File: src/rtl/prot_seq_pkg.sv
// Shared definitions for the input-protection relay sequencer.
//   seq_state_e : sequencer state encoding (also exported on seq_state for debug)
//   cause_t     : latched trip cause (overvoltage / undervoltage)
//   DEF_*       : default tick constants, in LF-oscillator ticks (~108 Hz)
package prot_seq_pkg;

    typedef enum logic [2:0] {
        ST_POWERUP = 3'd0,
        ST_ARMING  = 3'd1,
        ST_CLOSED  = 3'd2,
        ST_TRIPPED = 3'd3,
        ST_HOLDOFF = 3'd4,
        ST_LOCKOUT = 3'd5
    } seq_state_e;

    typedef struct packed {
        logic vhi;
        logic vlo;
    } cause_t;

    localparam int DEF_ARM_TICKS     = 16;
    localparam int DEF_HOLDOFF_TICKS = 108;
    localparam int DEF_STABLE_TICKS  = 216;
    localparam int DEF_MAX_RETRIES   = 3;
    localparam int DEF_BLINK_DIV     = 27;
    localparam int DEF_CNT_WIDTH     = 8;

endpackage

File: src/rtl/sync_2ff.sv
// Generic two-flop synchroniser for asynchronous level inputs.
//   clk, rst_n : destination clock, async active-low reset (outputs reset to 0)
//   d          : asynchronous input
//   q          : synchronised output, two clk of latency
module sync_2ff #(
    parameter int W = 1
) (
    input  logic         clk,
    input  logic         rst_n,
    input  logic [W-1:0] d,
    output logic [W-1:0] q
);

    logic [W-1:0] meta;

    always_ff @(posedge clk or negedge rst_n) begin
        if (!rst_n) begin
            meta <= '0;
            q    <= '0;
        end else begin
            meta <= d;
            q    <= meta;
        end
    end

endmodule

File: src/rtl/prot_relay_sequencer.sv
// Input-protection relay sequencer. Consumes the window-comparator flags,
// applies arming delay, trip latching, timed auto-retry and lockout, and
// drives the relay plus status LEDs. One tick = one clk cycle.
//   clk, rst_n        : LF clock, async active-low reset
//   por_done          : POR complete; held in POWERUP while low
//   vin_too_high      : async, 1 = overvoltage
//   vin_not_negative  : async, 0 = undervoltage
//   clear_lockout     : async level, rising edge leaves LOCKOUT
//   prot_relay_en     : 1 = relay closed
//   ok_led_en         : follows the relay
//   fault_led_en      : on in TRIPPED/HOLDOFF, blinking in LOCKOUT
//   vhi_led_en/vlo_led_en : latched cause of the last trip
//   seq_state         : current state (debug)
module prot_relay_sequencer
    import prot_seq_pkg::*;
#(
    parameter int ARM_TICKS     = DEF_ARM_TICKS,
    parameter int HOLDOFF_TICKS = DEF_HOLDOFF_TICKS,
    parameter int STABLE_TICKS  = DEF_STABLE_TICKS,
    parameter int MAX_RETRIES   = DEF_MAX_RETRIES,
    parameter int BLINK_DIV     = DEF_BLINK_DIV,
    parameter int CNT_WIDTH     = DEF_CNT_WIDTH
) (
    input  logic       clk,
    input  logic       rst_n,
    input  logic       por_done,
    input  logic       vin_too_high,
    input  logic       vin_not_negative,
    input  logic       clear_lockout,
    output logic       prot_relay_en,
    output logic       ok_led_en,
    output logic       fault_led_en,
    output logic       vhi_led_en,
    output logic       vlo_led_en,
    output logic [2:0] seq_state
);

    localparam int RW = $clog2(MAX_RETRIES + 1);

    localparam logic [CNT_WIDTH-1:0] ARM_LAST    = CNT_WIDTH'(ARM_TICKS - 1);
    localparam logic [CNT_WIDTH-1:0] HOLD_LAST   = CNT_WIDTH'(HOLDOFF_TICKS - 1);
    localparam logic [CNT_WIDTH-1:0] STABLE_LAST = CNT_WIDTH'(STABLE_TICKS - 1);
    localparam logic [CNT_WIDTH-1:0] BLINK_LAST  = CNT_WIDTH'(BLINK_DIV - 1);
    localparam logic [RW-1:0]        RETRY_MAX   = RW'(MAX_RETRIES);

    // ---- input synchronisers: [0]=too_high, [1]=not_negative, [2]=clear ----
    logic [2:0] raw_in;
    logic [2:0] sync_in;

    assign raw_in = {clear_lockout, vin_not_negative, vin_too_high};

    for (genvar i = 0; i < 3; i++) begin : g_sync
        sync_2ff #(.W(1)) u_sync (
            .clk  (clk),
            .rst_n(rst_n),
            .d    (raw_in[i]),
            .q    (sync_in[i])
        );
    end

    logic hi_s, nn_s, clr_s, clr_q, clr_edge, fault;

    assign hi_s     = sync_in[0];
    assign nn_s     = sync_in[1];
    assign clr_s    = sync_in[2];
    assign clr_edge = clr_s & ~clr_q;
    assign fault    = hi_s | ~nn_s;

    // ---- state ----
    seq_state_e           state_q, state_d;
    logic [CNT_WIDTH-1:0] timer_q, timer_d, timer_inc;
    logic [RW-1:0]        retry_q, retry_d, retry_inc;
    cause_t               cause_q, cause_d;
    logic                 blink_d, fault_led_d, relay_d;

    assign timer_inc = timer_q + CNT_WIDTH'(1);
    assign retry_inc = (retry_q == RETRY_MAX) ? retry_q : retry_q + RW'(1);

    always_comb begin
        state_d = state_q;
        timer_d = timer_q;
        retry_d = retry_q;
        cause_d = cause_q;
        blink_d = fault_led_en;

        if (!por_done) begin
            state_d = ST_POWERUP;
        end else begin
            unique case (state_q)
                ST_POWERUP: state_d = ST_ARMING;
                ST_ARMING: begin
                    if (fault)                    timer_d = '0;
                    else if (timer_q == ARM_LAST) state_d = ST_CLOSED;
                    else                          timer_d = timer_inc;
                end
                ST_CLOSED: begin
                    if (fault) begin
                        // Capture the cause on the same update that opens the
                        // relay; a short glitch may be gone one tick later.
                        state_d = ST_TRIPPED;
                        cause_d = '{vhi: hi_s, vlo: ~nn_s};
                    end else if (timer_q == STABLE_LAST) begin
                        retry_d = '0;             // timer parks here
                    end else begin
                        timer_d = timer_inc;
                    end
                end
                ST_TRIPPED: begin
                    retry_d = retry_inc;
                    state_d = (retry_inc == RETRY_MAX) ? ST_LOCKOUT : ST_HOLDOFF;
                end
                ST_HOLDOFF: begin
                    if (timer_q == HOLD_LAST) state_d = ST_ARMING;
                    else                      timer_d = timer_inc;
                end
                ST_LOCKOUT: begin
                    if (clr_edge) begin
                        state_d = ST_ARMING;
                        retry_d = '0;
                        cause_d = '0;
                    end else if (timer_q == BLINK_LAST) begin
                        // timer doubles as the blink divider while locked out
                        timer_d = '0;
                        blink_d = ~fault_led_en;
                    end else begin
                        timer_d = timer_inc;
                    end
                end
                default: state_d = ST_POWERUP;
            endcase
        end

        if (state_d == ST_CLOSED && state_q != ST_CLOSED) cause_d = '0;
        if (state_d != state_q)                           timer_d = '0;

        unique case (state_d)
            ST_TRIPPED, ST_HOLDOFF: fault_led_d = 1'b1;
            ST_LOCKOUT:             fault_led_d = (state_q == ST_LOCKOUT) ? blink_d : 1'b1;
            default:                fault_led_d = 1'b0;
        endcase

        // Closes one tick after entering CLOSED, opens on the same update
        // that leaves it (fault or por_done loss).
        relay_d = (state_q == ST_CLOSED) && (state_d == ST_CLOSED);
    end

    always_ff @(posedge clk or negedge rst_n) begin
        if (!rst_n) begin
            state_q       <= ST_POWERUP;
            timer_q       <= '0;
            retry_q       <= '0;
            cause_q       <= '0;
            clr_q         <= 1'b0;
            prot_relay_en <= 1'b0;
            ok_led_en     <= 1'b0;
            fault_led_en  <= 1'b0;
        end else begin
            state_q       <= state_d;
            timer_q       <= timer_d;
            retry_q       <= retry_d;
            cause_q       <= cause_d;
            clr_q         <= clr_s;
            prot_relay_en <= relay_d;
            ok_led_en     <= relay_d;
            fault_led_en  <= fault_led_d;
        end
    end

    assign vhi_led_en = cause_q.vhi;
    assign vlo_led_en = cause_q.vlo;
    assign seq_state  = state_q;

endmodule
File: config.mk
export PLATFORM = sky130hd
export DESIGN_NAME = prot_relay_sequencer
export DESIGN_NICKNAME = d
export VERILOG_FILES = /design/src/rtl/prot_seq_pkg.sv /design/src/rtl/sync_2ff.sv /design/src/rtl/prot_relay_sequencer.sv
export SDC_FILE = /design/constraint.sdc
export NUM_CORES = 1
export LEC_CHECK = 0
export CAP_MARGIN = 40
export CELL_PAD_IN_SITES_DETAIL_PLACEMENT = 0
export CELL_PAD_IN_SITES_GLOBAL_PLACEMENT = 1
export CORE_MARGIN = 4
export CORE_UTILIZATION = 42
export DETAILED_ROUTE_END_ITERATION = 7
export GPL_ROUTABILITY_DRIVEN = 1
export PLACE_DENSITY = 0.81
export REMOVE_ABC_BUFFERS = 1
export SLEW_MARGIN = 15
export SYNTH_ARGS = -nofsm -noshare
export SYNTH_HDL_FRONTEND = slang
export SYNTH_HIERARCHICAL = 1
export SYNTH_SLANG_ARGS = --single-unit
File: constraint.sdc
create_clock -name clk -period 2.86 [get_ports clk]
set_input_delay 0.572 -clock clk [delete_from_list [all_inputs] [get_ports clk]]
set_output_delay 0.572 -clock clk [all_outputs]
set_load 0.02 [all_outputs]
==> results of run 1 <==
[worst paths after layout]
kind	depth (start not counted)	start	endpoint	slack [ns]
worst max-delay path	7	timer_q[1]$_DFFE_PN0P_	timer_q[0]$_DFFE_PN0P_	0.39
worst min-delay path	0	g_sync[0].u_sync/meta$_DFF_PN0_	g_sync[0].u_sync/q$_DFF_PN0_	0.36
worst max register to register	7	timer_q[1]$_DFFE_PN0P_	timer_q[0]$_DFFE_PN0P_	0.39
worst min register to register	0	g_sync[0].u_sync/meta$_DFF_PN0_	g_sync[0].u_sync/q$_DFF_PN0_	0.36
max in group asynchronous	2	rst_n	retry_q[0]$_DFFE_PN0P_	2.04
min in group asynchronous	2	rst_n	g_sync[0].u_sync/meta$_DFF_PN0_	0.59
[per-layer routing]
layer | vias up | GRT usage [%] | wire (um)
met1 | 552 | 19.6 | 1250
li1 | 539 | - | -
met3 | 5 | 2.28 | 115
met4 | 0 | 5.66 | 42
met2 | 27 | 25.8 | 1400
met5 | - | 0 | 0
[final cells by class]
cell class | instances | area (um^2) | area share [%]
inverters | 6 | 22.5 | 1.47
multi-input cells | 111 | 657 | 42.9
clock buffers | 3 | 22.5 | 1.47
clock inverters | 1 | 30.0 | 1.96
flip-flops and latches | 24 | 601 | 39.2
well taps | 44 | 55.1 | 3.59
repair buffers | 15 | 145 | 9.47
[registers in the layout, indices dropped and copies added, names as in the netlist]
signal	count
vhi_led_en	1
seq_state	3
clr_q	1
g_sync.u_sync/q	3
g_sync.u_sync/meta	3
retry_q	2
timer_q	8
vlo_led_en	1
ok_led_en	1
fault_led_en	1
[power by group through the flow]
| stage | sequential, mW | combinational, mW | clock, mW |
|---|---|---|---|
| 6_report | 0.355 | 0.0532 | 0.246 |
| 5_1_grt | 0.358 | 0.0609 | 0.265 |
| 4_1_cts | 0.356 | 0.0546 | 0.256 |
| 3_5_place_dp | 0.362 | 0.0540 | 0 |
| 3_3_place_gp | 0.362 | 0.0519 | 0 |
| 2_1_floorplan | 0.362 | 0.0267 | 0 |
[cell usage in the layout, fill, tap and decap left out, drive strengths merged, types with 2 or more instances in the layout]
master         count
o21a               2
nor2b              4
nor3               4
or3                6
ha                 2
a21boi             2
nand2b             5
nor3b              2
nand3              9
dfrtp             24
xnor2              3
a21oi             10
nor2              10
clkbuf             3
buf                2
nand4              2
o21ai             14
nand2             15
xor2               2
clkdlybuf4s50     13
nor4               4
inv                6
or3b               3
[logic make-up (layout without fill, tap and decap cells)]
kind of cell,count (synthesis),count (layout)
flops,24,24
xor+xnor,5,5
fa+ha+maj,2,2
simple gates,71,71
buf+inv,12,25
compound gates,31,31
mux,2,2
[worst reg2reg max path, stage by stage (launching register included)]
cell     delay (ns)
dfrtp_1        0.41
ha_1           0.28
or3b_2         0.50
nor4_1         0.40
nor2_1         0.19
o21ai_0        0.17
or4b_1         0.32
nor2_1         0.09
==> out/summary.txt, run 1 <==
drt via density: 5.50
WS Path Type: flop to flop
Simple-Gate Fraction of Synth Area: 30.0%
Post-Route WL: 2810 um
PD cells: 427 nW/um^2
dpl hpwl: 2120 um
post-synthesis mux area share: 1.62%
Setup Buffers After CTS: 0
fin. max-slew vios: 0
DP Area: 1480 um^2
CP endpoint kind: flop
Async SR Flop Fraction: 100%
largest fanout on the critical path: 8
crit share post-route: 86.3%
CTS root buf: clkbuf_4
Die H: 63.9 um
CP max stage cell: or3b_2
RSZ-0062 raised after global routing: false
post-synth top area cell: dfrtp_1
WL/cell: 13.8 um
Syn. warnings: 6
critical path arrival: 2.68 ns
initial antenna violation count: 0
hold_ws: 0.364 ns
GR Util All Layers: 15.2%
Post-Synth Adder-Cell Area: 1.91%
pre-CTS setup slack: 0.143 ns
Clock power frac: 37.6%
Max clock buf depth: 2
Post-Syn Area: 1310 um^2
CP max stage delay: 0.49 ns
MaxCap Viol Count: 0
DIE AREA: 4080 um^2
post-route insts no fill: 204
clk slew on worst S/H paths: 0.13 ns
Mean Syn Cell Area: 8.91 um^2
TNS Setup: 0 ns
fin crit period: 2.47 ns
Tightest Pin Transition: 0.559 ns
setup ws final: 0.393 ns
Max Clock Skew: 0.00385 ns
Reg power frac: 54.3%
Design Power: 0.654 mW
main combinational cell family by area after synthesis: simple AND/OR/NAND/NOR gates
GRT overflow: 0
share of layout cells above drive strength 1: 6.88%
I/O Buffers: 13
clock sinks: 24
status: finished clean
Comb pwr share: 8.1%
largest net degree at the start of global routing: 25
H-tree lvl count: 1
drc violations: 0
Switching Share: 21.8%
critical path's top delay family: simple AND/OR/NAND/NOR gates
CTS resizes: 0
first-pass GRT wire length: 4900 um
CP Buf/Inv Count: 0
CTS Buf Count: 3
cell count after synthesis: 147
global placer's final weighted congestion: 0.837
Seq cells post-synth: 24
CTS tree: built
io pins: 14
top_reg_cell synth: dfrtp_1
most frequent cell on the critical path: nor2_1
TritonRoute pass-1 iters: 4
worst-path cell chain: ha_1 > or3b_2 > nor4_1 > nor2_1 > o21ai_0 > or4b_1 > nor2_1
Seq/Total Area, Yosys: 45.8%
net switching power: 0.143 mW
cell area after layout: 1530 um^2
Layout area overhead: 17.0%
Synth Area in Compound Gates: 13.3%
Worst setup SP type: flop
f_max: 405 MHz
final hold vios: 0
final core occ: 50.6%
worst relative slew slack: 62.4%
fill count: 300
Leakage: 0.608 nW
Synth top area share: 45.8%
top cells by count, synth: dfrtp_1 (24), nand2_1 (15), o21ai_0 (12), a21oi_1 (10), nor2_1 (10)
number of enable flip-flop cells after synthesis: 0
post-route ant nets: 0
vias in the first global route: 1100
post-layout net count: 169
Placed Cells: 200
DRT iter0 DRCs: 69
n_diodes: 0
vias after detailed routing: 1123
Unique masters post-synth: 38
Post-Synth XOR/XNOR Area: 3.34%
# rows: 20
count leader, synth: dfrtp_1
initial cell density of the core: 43.3%
# setup viols final: 0
Hold Path Class: flop to flop
Hold Buf Count CTS: 0
width of the die: 63.9 um
ranking of synthesized cells by area: dfrtp_1 (46%), o21ai_0 (4.6%), nand2_1 (4.3%), a21oi_1 (3.8%), nand3_1 (3.4%)
core area: 3030 um^2
Worst VDD drop: 0.248 mV
Internal Dissipation: 0.512 mW
clock insertion delay at the later pin of the skew report: 0.32 ns
WP data required: 3.07 ns
Note: power is estimated with default switching activity, not from simulation.
==> run 2: changes to the inputs <==
--- a/config.mk
+++ b/config.mk
@@ -12,6 +12,7 @@
 export CORE_UTILIZATION = 42
 export DETAILED_ROUTE_END_ITERATION = 7
 export GPL_ROUTABILITY_DRIVEN = 1
+export GPL_TIMING_DRIVEN = 0
 export PLACE_DENSITY = 0.81
 export REMOVE_ABC_BUFFERS = 1
 export SLEW_MARGIN = 15
==> run 2 against run 1 <==
Against the previous run:
- first-iteration DRC count fell by 30%
- clock power about the same
- sequential cell count is the same
- count of clock-buffer cells in the layout did not move
- register-to-register slack hardly changed
- total power grew 0.13%
- final area is the same
- non-clock buffer count down 1
- global-route usage about the same
- via count shrank 2.9%
- sequential share of layout area unchanged
- combinational power about the same
- critical path type unchanged
==> out/summary.txt, run 2 (synthesis results as in run 1) <==
status: finished clean
RSZ-0062 raised after global routing: false
first-pass GRT wire length: 4950 um (+0.98%)
vias in the first global route: 1119 (+1.7%)
final hold vios: 0 (unchanged)
post-layout net count: 168 (-0.59%)
Worst setup SP type: flop
WL/cell: 13.5 um (-1.7%)
initial cell density of the core: 43.3% (unchanged)
MaxCap Viol Count: 0 (unchanged)
Post-Route WL: 2750 um (-2.2%)
most frequent cell on the critical path: nor2_1
Max clock buf depth: 2 (unchanged)
fin. max-slew vios: 0 (unchanged)
n_diodes: 0 (unchanged)
I/O Buffers: 13 (unchanged)
CTS Buf Count: 3 (unchanged)
fin crit period: 2.47 ns (+0.000210 ns)
CP max stage delay: 0.50 ns (about the same)
DRT iter0 DRCs: 48 (-30%)
clk slew on worst S/H paths: 0.14 ns (about the same)
TritonRoute pass-1 iters: 4 (unchanged)
Layout area overhead: 17.0% (unchanged)
f_max: 405 MHz (about the same)
Leakage: 0.606 nW (-0.47%)
most frequent cells in the layout: dfrtp_1 (24), nand2_1 (15), clkdlybuf4s50_1 (13)
Max Clock Skew: 0.0135 ns (+0.00963 ns)
width of the die: 63.9 um (unchanged)
CP max stage cell: or3b_2
clock insertion delay at the later pin of the skew report: 0.32 ns (about the same)
CTS tree: built
DP Area: 1480 um^2 (unchanged)
share of layout cells above drive strength 1: 6.29% (-0.59 points)
largest fanout on the critical path: 8 (unchanged)
core area: 3030 um^2 (unchanged)
post-route ant nets: 0 (unchanged)
cell area after layout: 1530 um^2 (unchanged)
worst relative slew slack: 60.7% (-1.7 points)
H-tree lvl count: 1 (unchanged)
largest net degree at the start of global routing: 17 (-32%)
initial antenna violation count: 0 (unchanged)
Hold Path Class: flop to flop
CTS resizes: 0 (unchanged)
vias after detailed routing: 1090 (-2.9%)
Die H: 63.9 um (unchanged)
WP data required: 3.06 ns (about the same)
dpl hpwl: 2070 um (-2.5%)
drc violations: 0 (unchanged)
Setup Buffers After CTS: 0 (unchanged)
Tightest Pin Transition: 0.587 ns (+0.0283 ns)
worst-path cell chain: ha_1 > or3b_2 > nor4_1 > nor2_1 > o21ai_0 > or4b_1 > nor2_1
Worst VDD drop: 0.276 mV (+11%)
PD cells: 428 nW/um^2 (+0.13%)
number of flip-flops in the largest register: 8 (unchanged)
# rows: 20 (unchanged)
CTS root buf: clkbuf_4
drt via density: 5.37 (-2.5%)
critical path arrival: 2.67 ns (about the same)
DIE AREA: 4080 um^2 (unchanged)
WS Path Type: flop to flop
Hold Buf Count CTS: 0 (unchanged)
CP endpoint kind: flop
GRT overflow: 0 (unchanged)
global placer's final weighted congestion: 0.863 (+3.1%)
clock sinks: 24 (unchanged)
crit share post-route: 86.3% (about the same)
# setup viols final: 0 (unchanged)
GR Util All Layers: 15.2% (about the same)
TNS Setup: 0 ns (unchanged)
Design Power: 0.655 mW (+0.13%)
io pins: 14 (unchanged)
commonest non-fill, non-tap cell in the layout: dfrtp_1
most flop-heavy register: timer_q
==> run 2: cell count changes in the layout (fill, tap and decap cells not counted) <==
cell and change:
buf_4 -2, buf_8 +1
==> run 2: worst max-delay path: cells and delay by family (launching register included) <==
family,cells,cell delay (ns)
and+or+nand+nor,5,1.52
DFF,1,0.41
AOI/OAI and AO/OA,1,0.17
adders and majority gates,1,0.25
==> run 2: area by class of cell <==
cell class / count / area [um^2]
clock buffer: 3 / 22.5
clock inverter: 1 / 30.0
fill: 299 / 1500
inverter: 6 / 22.5
multi-input combinational: 111 / 657
sequential: 24 / 601
tap: 44 / 55.1
timing repair buffer: 14 / 145
==> run 2: report_power, final <==
group / switching, mW / internal, mW
Clock: 0.105 / 0.142
Combinational: 0.0305 / 0.0229
Sequential: 0.00801 / 0.348
==> run 2: per-layer routing <==
layer / track usage [%] / part of all wire (%)
met5: 0 / 0
met4: 5.39 / 1.2
met3: 2.64 / 3.2
met2: 26.2 / 50
met1: 19.1 / 46
==> run 2: path summary, 6_finish.rpt <==
check / start / endpoint / slack, ns / depth (start not counted)
setup / recovery: timer_q[1]$_DFFE_PN0P_ / timer_q[0]$_DFFE_PN0P_ / 0.39 / 7
hold / removal: g_sync[1].u_sync/meta$_DFF_PN0_ / g_sync[1].u_sync/q$_DFF_PN0_ / 0.37 / 0
setup reg to reg: timer_q[1]$_DFFE_PN0P_ / timer_q[0]$_DFFE_PN0P_ / 0.39 / 7
hold reg to reg: g_sync[1].u_sync/meta$_DFF_PN0_ / g_sync[1].u_sync/q$_DFF_PN0_ / 0.37 / 0
max in group asynchronous: rst_n / retry_q[1]$_DFFE_PN0P_ / 1.76 / 2
min in group asynchronous: rst_n / g_sync[1].u_sync/meta$_DFF_PN0_ / 0.60 / 1
==> run 2: metrics by stage <==
| step | util (%) | instances | worst slack [ns] | hold slack, ns |
|---|---|---|---|---|
| after floorplan | - | 141 | 0.778 | 0.276 |
| after global placement | 48.4 | 198 | 0.119 | 0.332 |
| after detailed placement | 48.9 | 199 | 0.0887 | 0.336 |
| after CTS | 50.6 | 203 | 0.417 | 0.369 |
| after global routing | 50.6 | 203 | 0.214 | 0.374 |
| final | 50.6 | 203 | 0.393 | 0.366 |
